**src/rtl/crop_pkg.sv**
```systemverilog
`default_nettype none
// ============================================================================
//  Module      : crop_pkg
//  Description : Shared types and helpers for the crop window stage and the
//                raster counter. Holds the config FSM encoding, the shadow
//                crop-rectangle record and the counter width helper.
//  Revision    : 1.0 - initial release
// ============================================================================
package crop_pkg;

    // Shadow config fields are stored at a fixed width so the record type
    // does not depend on the frame geometry of any one instance. Ports are
    // zero-extended into it; frame dimensions must fit in this width.
    localparam int c_cfg_field_w = 16;

    // Config FSM: one LOAD cycle per frame, RUN for the pixels themselves.
    typedef enum logic [0:0] {
        ST_LOAD = 1'b0,
        ST_RUN  = 1'b1
    } crop_state_t;

    // Crop rectangle as latched at the start of a frame.
    typedef struct packed {
        logic [c_cfg_field_w-1:0] x0;
        logic [c_cfg_field_w-1:0] y0;
        logic [c_cfg_field_w-1:0] w;
        logic [c_cfg_field_w-1:0] h;
    } cfg_t;

    // Bits needed to hold every value 0..n inclusive (a coordinate or an
    // extent such as a width equal to the full frame).
    function automatic int width_for(input int n);
        return $clog2(n + 1);
    endfunction

endpackage
`default_nettype wire

```
**src/rtl/raster_counter.sv**
```systemverilog
`default_nettype none
// ============================================================================
//  Module      : raster_counter
//  Description : Column/row position tracker for a raster-scan frame. Steps
//                once per accepted pixel, wraps the column at the end of a
//                line and both coordinates at the end of the frame.
//  Ports       : clk, reset          - clock, async active-high reset
//                advance             - one pixel consumed this cycle
//                col, row            - position of the pixel being offered
//                end_of_frame        - current position is the last pixel
//  Revision    : 1.0 - initial release
// ============================================================================
module raster_counter
    import crop_pkg::*;
#(
    parameter int IMG_WIDTH  = 8,
    parameter int IMG_HEIGHT = 6,
    parameter int XW         = width_for(IMG_WIDTH),
    parameter int YW         = width_for(IMG_HEIGHT)
) (
    input  logic          clk,
    input  logic          reset,
    input  logic          advance,
    output logic [XW-1:0] col,
    output logic [YW-1:0] row,
    output logic          end_of_frame
);

    localparam logic [XW-1:0] c_col_last = XW'(IMG_WIDTH - 1);
    localparam logic [YW-1:0] c_row_last = YW'(IMG_HEIGHT - 1);

    logic [XW-1:0] r_col;
    logic [YW-1:0] r_row;
    logic          w_col_wrap;
    logic          w_row_wrap;

    assign w_col_wrap = (r_col == c_col_last);
    assign w_row_wrap = (r_row == c_row_last);

    always_ff @(posedge clk or posedge reset) begin
        if (reset) begin
            r_col <= '0;
            r_row <= '0;
        end else if (advance) begin
            if (w_col_wrap) begin
                r_col <= '0;
                // Last pixel of the last line: restart the frame.
                if (w_row_wrap) begin
                    r_row <= '0;
                end else begin
                    r_row <= r_row + YW'(1);
                end
            end else begin
                r_col <= r_col + XW'(1);
            end
        end
    end

    assign col          = r_col;
    assign row          = r_row;
    assign end_of_frame = w_col_wrap && w_row_wrap;

endmodule
`default_nettype wire

```
**src/rtl/crop_window_stage.sv**
```systemverilog
`default_nettype none
// ============================================================================
//  Module      : crop_window_stage
//  Description : Raster-scan pixel cropper feeding a first-word-fall-through
//                FIFO. Consumes a full IMG_WIDTH x IMG_HEIGHT frame, forwards
//                only the pixels inside a per-frame crop rectangle through a
//                single output register and flags the last cropped pixel.
//  Ports       : clk, reset                 - clock, async active-high reset
//                cfg_x0/cfg_y0/cfg_w/cfg_h  - crop rectangle, sampled once
//                                             per frame in the LOAD cycle
//                in_data/in_valid/in_ready  - full-frame pixel stream
//                out_data/out_valid/out_ready/out_last
//                                           - cropped pixel stream
//                frame_done                 - pulse after end-of-frame accept
//                cfg_err                    - current frame's config invalid
//  Revision    : 1.0 - initial release
// ============================================================================
module crop_window_stage
    import crop_pkg::*;
#(
    parameter int DATA_WIDTH = 32,
    parameter int IMG_WIDTH  = 8,
    parameter int IMG_HEIGHT = 6,
    parameter int XW         = width_for(IMG_WIDTH),
    parameter int YW         = width_for(IMG_HEIGHT)
) (
    input  logic                  clk,
    input  logic                  reset,
    input  logic [XW-1:0]         cfg_x0,
    input  logic [YW-1:0]         cfg_y0,
    input  logic [XW-1:0]         cfg_w,
    input  logic [YW-1:0]         cfg_h,
    input  logic [DATA_WIDTH-1:0] in_data,
    input  logic                  in_valid,
    output logic                  in_ready,
    output logic [DATA_WIDTH-1:0] out_data,
    output logic                  out_valid,
    input  logic                  out_ready,
    output logic                  out_last,
    output logic                  frame_done,
    output logic                  cfg_err
);

    // Window arithmetic runs one bit wider than the stored fields so that
    // x0+w and y0+h can never wrap.
    localparam int c_cw = c_cfg_field_w + 1;

    localparam logic [XW:0] c_img_w = (XW + 1)'(IMG_WIDTH);
    localparam logic [YW:0] c_img_h = (YW + 1)'(IMG_HEIGHT);

    // ------------------------------------------------------------------
    // Raster position
    // ------------------------------------------------------------------
    logic [XW-1:0] w_col;
    logic [YW-1:0] w_row;
    logic          w_eof;
    logic          w_accept;

    raster_counter #(
        .IMG_WIDTH  (IMG_WIDTH),
        .IMG_HEIGHT (IMG_HEIGHT),
        .XW         (XW),
        .YW         (YW)
    ) u_raster (
        .clk          (clk),
        .reset        (reset),
        .advance      (w_accept),
        .col          (w_col),
        .row          (w_row),
        .end_of_frame (w_eof)
    );

    // ------------------------------------------------------------------
    // Config capture and validation
    // ------------------------------------------------------------------
    crop_state_t r_state;
    cfg_t        r_cfg;
    cfg_t        w_cfg_in;
    logic        r_cfg_err;
    logic        w_cfg_err_in;
    logic        r_frame_done;
    logic [XW:0] w_cfg_x_end;
    logic [YW:0] w_cfg_y_end;

    always_comb begin
        w_cfg_in               = '0;
        w_cfg_in.x0[XW-1:0]    = cfg_x0;
        w_cfg_in.y0[YW-1:0]    = cfg_y0;
        w_cfg_in.w[XW-1:0]     = cfg_w;
        w_cfg_in.h[YW-1:0]     = cfg_h;
    end

    assign w_cfg_x_end  = {1'b0, cfg_x0} + {1'b0, cfg_w};
    assign w_cfg_y_end  = {1'b0, cfg_y0} + {1'b0, cfg_h};

    // An empty or out-of-frame rectangle makes the whole frame a drop frame.
    assign w_cfg_err_in = (cfg_w == '0) || (cfg_h == '0) ||
                          (w_cfg_x_end > c_img_w) || (w_cfg_y_end > c_img_h);

    // LOAD lasts exactly one cycle: it is where the next frame's rectangle is
    // latched, and it doubles as the frame_done cycle of the previous frame.
    always_ff @(posedge clk or posedge reset) begin
        if (reset) begin
            r_state      <= ST_LOAD;
            r_cfg        <= '0;
            r_cfg_err    <= 1'b0;
            r_frame_done <= 1'b0;
        end else begin
            r_frame_done <= 1'b0;
            case (r_state)
                ST_LOAD: begin
                    r_cfg     <= w_cfg_in;
                    r_cfg_err <= w_cfg_err_in;
                    r_state   <= ST_RUN;
                end
                ST_RUN: begin
                    if (w_accept && w_eof) begin
                        r_frame_done <= 1'b1;
                        r_state      <= ST_LOAD;
                    end
                end
                default: begin
                    r_state <= ST_LOAD;
                end
            endcase
        end
    end

    // ------------------------------------------------------------------
    // Handshake and keep test
    // ------------------------------------------------------------------
    logic                  r_out_valid;
    logic                  r_out_last;
    logic [DATA_WIDTH-1:0] r_out_data;
    logic                  w_in_ready;
    logic                  w_keep;
    logic                  w_last;
    logic [c_cw-1:0]       w_col_ext;
    logic [c_cw-1:0]       w_row_ext;
    logic [c_cw-1:0]       w_x_lo;
    logic [c_cw-1:0]       w_x_hi;
    logic [c_cw-1:0]       w_y_lo;
    logic [c_cw-1:0]       w_y_hi;

    // Dropped pixels obey the same ready rule as kept ones, so the input
    // side never needs to know in advance whether a pixel will be kept.
    assign w_in_ready = (r_state == ST_RUN) && (!r_out_valid || out_ready);
    assign w_accept   = in_valid && w_in_ready;

    assign w_col_ext  = c_cw'(w_col);
    assign w_row_ext  = c_cw'(w_row);
    assign w_x_lo     = c_cw'(r_cfg.x0);
    assign w_y_lo     = c_cw'(r_cfg.y0);
    assign w_x_hi     = c_cw'(r_cfg.x0) + c_cw'(r_cfg.w);
    assign w_y_hi     = c_cw'(r_cfg.y0) + c_cw'(r_cfg.h);

    assign w_keep = !r_cfg_err &&
                    (w_col_ext >= w_x_lo) && (w_col_ext < w_x_hi) &&
                    (w_row_ext >= w_y_lo) && (w_row_ext < w_y_hi);

    // Bottom-right corner of the window, written as pos+1 == lo+extent so
    // no subtraction (and no underflow) is needed.
    assign w_last = ((w_col_ext + c_cw'(1)) == w_x_hi) &&
                    ((w_row_ext + c_cw'(1)) == w_y_hi);

    // ------------------------------------------------------------------
    // Output register
    // ------------------------------------------------------------------
    always_ff @(posedge clk or posedge reset) begin
        if (reset) begin
            r_out_valid <= 1'b0;
            r_out_last  <= 1'b0;
            r_out_data  <= '0;
        end else if (w_accept && w_keep) begin
            r_out_valid <= 1'b1;
            r_out_last  <= w_last;
            r_out_data  <= in_data;
        end else if (out_ready) begin
            // Data is left as-is; only the qualifiers are retired.
            r_out_valid <= 1'b0;
            r_out_last  <= 1'b0;
        end
    end

    assign in_ready   = w_in_ready;
    assign out_data   = r_out_data;
    assign out_valid  = r_out_valid;
    assign out_last   = r_out_last;
    assign frame_done = r_frame_done;
    assign cfg_err    = r_cfg_err;

endmodule
`default_nettype wire

```
**config.mk**
```make
export PLATFORM = sky130hd
export DESIGN_NAME = crop_window_stage
export DESIGN_NICKNAME = d
export VERILOG_FILES = /design/src/rtl/crop_pkg.sv /design/src/rtl/raster_counter.sv /design/src/rtl/crop_window_stage.sv
export SDC_FILE = /design/constraint.sdc
export NUM_CORES = 1
export LEC_CHECK = 0
export CELL_PAD_IN_SITES_DETAIL_PLACEMENT = 2
export CELL_PAD_IN_SITES_GLOBAL_PLACEMENT = 2
export CORE_MARGIN = 3
export CORE_UTILIZATION = 37
export CTS_BUF_LIST = sky130_fd_sc_hd__clkbuf_16
export DETAILED_ROUTE_END_ITERATION = 10
export DONT_BUFFER_PORTS = 1
export HOLD_SLACK_MARGIN = 0.03
export MAX_ROUTING_LAYER = met4
export PLACE_DENSITY = 0.83
export RECOVER_POWER = 50
export SYNTH_ARGS = -nofsm -noshare
export SYNTH_HDL_FRONTEND = slang
export SYNTH_SLANG_ARGS = --single-unit
export TNS_END_PERCENT = 5
```
**constraint.sdc**
```tcl
create_clock -name clk -period 2.9 [get_ports clk]
set_input_delay 0.58 -clock clk [delete_from_list [all_inputs] [get_ports clk]]
set_output_delay 0.58 -clock clk [all_outputs]
set_load 0.01 [all_outputs]
```
==> summary.md <==
| Metric | Value |
|---|---|
| Post-synth EDFFs | `0` |
| Clk pwr share | `27.7%` |
| Pwr Total | `4.09 mW` |
| Port Buf Inserts | `0` |
| Comb power frac | `a little under two fifths` |
| CP max FO | `34` |
| Mapped Avg Cell Area | `12.9 sq um` |
| Fillers | `831` |
| Hold crit path type | `primary input to async pin` |
| YS warnings | `0` |
| Die area | `9870 sq um` |
| Die height | `between 90 and 100 um` |
| Max Freq | `339 MHz` |
| Synth async-reset ratio | `100%` |
| Die X | `99.4 um` |
| Critical Path AT | `3.15 ns` |
| Clock latency on the worst-skew pair | `0.33 ns` |
| Skew final | `0.00644 ns` |
| Via density | `5.47` |
| Part of the power in registers | `between 30% and 40%` |
| Crit start category | `flip-flop` |
| HPWL Detailed | `between 6000 and 7000 um` |
| Largest net degree at the start of global routing | `35` |
| Max_cap viols | `0` |
| Via count | `2,035` |
| Synthesis-stage register bit count | `58` |
| Worst slew pin tran | `between 1 and 1.5 ns` |
| Critical Path Start | `r_cfg[16]$_DFFE_PP0N_` |
| Residual overflow from global routing | `0` |
| Layout cells sized above 1 | `25.8%` |
| Sequential-to-total area share from yosys stat | `45.0%` |
| Vias in the first global route | `2,427` |
| Failing checks | `negative setup slack` |
| Sink Count | `58` |
| First-pass GRT wire length | `15,000 um` |
| Pre-antenna DRT Iters | `4` |
| Leading cell type in the layout, fill and taps excluded | `dfrtp_1` |
| CP Capture Type | `flip-flop` |
| Period Utilization, post-route | `102%` |
| Nets | `between 300 and 400` |
| Routed len/inst | `25.9 um` |
| Row Count | `33` |
| # DRC | `0` |
| Worst-path clk slew | `0.05 ns` |
| Syn Inst Count | `250` |
| Final setup violation count | `31` |
| Area Overhead vs Synth | `14.4%` |
| P per Cell Area | `between 1000 and 1500 nW/um^2` |
| Initial antenna violation count | `0` |
| Netlist cell types | `34` |
| Most frequent cells in the layout | `dfrtp_1, ha_1, mux2_4, inv_1, mux2_2` |
| Final wirelength | `a little under 10,000 um` |
| Core Region | `8340 sq um` |
| Hold Buf Count CTS | `0` |
| Slew Viols, Final | `0` |
| Fin Hold WS | `between 0.3 and 0.4 ns` |
| Leak | `1.86 nW` |
| Initial Util | `38.7%` |
| Leading area contributor after synthesis | `dfrtp_1` |
| Setup ws final | `-0.0460 ns` |
| RSZ-0062 raised after global routing | `true` |
| CTS max path bufs | `2` |
| Total GRT Usage | `20.9%` |
| Tmin final | `2.95 ns` |
| Post-CTS Setup Inserts | `0` |
| Synth top area cells | `dfrtp_1, mux2_4, ha_1, mux2_2, xor2_1` |
| Post-synth top area share | `45.0%` |
| CTS tree | `done` |
| CTS HTree Levels | `3` |
| Synth Net Count | `between 300 and 400` |
| Top_reg_cell synth | `dfrtp_1` |
| CTS Buf Count | `9` |
| R2R Path Start | `r_cfg[16]$_DFFE_PP0N_` |
| Net Sw Power | `approximately 1.5 mW` |
| Final hold violations | `0` |
| Post-Synthesis Cell Area | `3230 sq um` |
| Top-Level Pins | `just under 90` |
| Sw Ratio | `37.2%` |
| Root Buffer | `clkbuf_16` |
| Worst path required time | `3.10 ns` |
| Kind of critical path | `flip-flop to flip-flop` |
| R2r worst-path depth | `11` |
| DRT iter0 DRCs | `94` |
| VDD IR-drop max | `about 0.00034 V` |
| Power Internal | `2.57 mW` |
| Global placement routability congestion | `0.747` |
| ANT nets after route | `0` |
| Status | `finished, violations left` |
| ANT cells | `0` |
| Max-slew headroom | `20.9%` |
[final timing paths]
kind / endpoint / slack [ns]
setup reg to reg: out_data[17]$_DFFE_PP0P_ / -0.05
hold reg to reg: r_cfg[0]$_DFFE_PP0N_ / 0.55
max in group asynchronous: out_data[3]$_DFFE_PP0P_ / 0.98
hold / removal: out_data[15]$_DFFE_PP0P_ / 0.34
min in group clk: out_data[8]$_DFFE_PP0P_ / 0.40
setup / recovery: out_data[17]$_DFFE_PP0P_ / -0.05
[critical path, stage by stage, from the launching register on]
cell       delay [ns]
dfrtp_1          0.39
ha_2             0.21
fa_1             0.52
inv_1            0.05
ha_1             0.27
nor2b_1          0.13
o21a_1           0.16
o21a_1           0.18
o21ai_2          0.18
o2111ai_4        0.14
buf_12           0.23
mux2_4           0.34
[flip-flops by register name, indices dropped and copies added, names as in the netlist]
register      cells
frame_done        1
out_data         32
out_valid         1
out_last          1
r_cfg            14
r_state           1
u_raster.col      4
u_raster.row      3
cfg_err           1
[power groups by stage]
stage	Combinational [mW]	Clock (mW)	Sequential (mW)
floorplan	1.05	0	1.33
global placement	1.25	0	1.41
detailed placement	1.40	0	1.42
CTS	1.56	1.15	1.43
global route	1.67	1.20	1.46
finish	1.53	1.13	1.43
[kinds of logic (layout without fill, tap and decap cells)]
logic type	count (synthesis)	count (layout)	synth area share [%]
compound gates	34	34	6.98
xor+xnor	17	17	4.62
fa+ha+maj	35	35	14.5
buf+inv	23	40	3.37
flops	58	58	45.0
mux	45	45	18.9
simple gates	38	38	6.59
[layer usage]
layer	GRT usage, %	up-vias	part of all wire [%]
met5	-	-	0
met4	5.99	0	1.3
met3	4.00	15	2.5
met2	38.1	34	59
met1	23.1	1080	38
li1	-	906	-
[stage by stage]
stage | setup TNS (ns) | cells | utilization, % | setup WS (ns) | instance area (sq um)
6_report | -0.730 | 372 | 44.2 | -0.0460 | 3690
5_1_grt | -3.92 | 372 | 44.2 | -0.142 | 3690
4_1_cts | -1.82 | 372 | 44.3 | -0.0809 | 3700
3_5_place_dp | -0.903 | 356 | 40.4 | -0.0386 | 3370
3_3_place_gp | 0 | 356 | 40.4 | 0.0742 | 3370
2_1_floorplan | 0 | 250 | - | 0.123 | 3230
[Yosys cell counts (all sizes together) (2+ instances only)]
cell type	number
nand2b	3
nor4	3
or4	2
buf	3
a21o	6
nor2b	4
o21a	3
nand2	10
clkbuf	2
nand3	6
fa	4
xor2	10
inv	18
xnor2	7
nor2	2
ha	31
mux2	44
o21ai	12
and3	2
dfrtp	58
nand3b	2
a21oi	10
[repair_timing]
item | in CTS | in global routing
gates resized for setup | 3 | 0
endpoints found under the setup margin | 32 | 32
pin swaps | 0 | 1
[area by class of cell]
cell class,instances,area [sq um],area share [%]
Tap cell,105,131,3.56
Clock inverter,7,83.8,2.27
Sequential cell,58,1450,39.3
Inverter,18,67.6,1.83
Multi-Input combinational cell,169,1680,45.5
Timing Repair Buffer,6,50.0,1.36
Clock buffer,9,225,6.11
(Power assumes the default switching activity.)
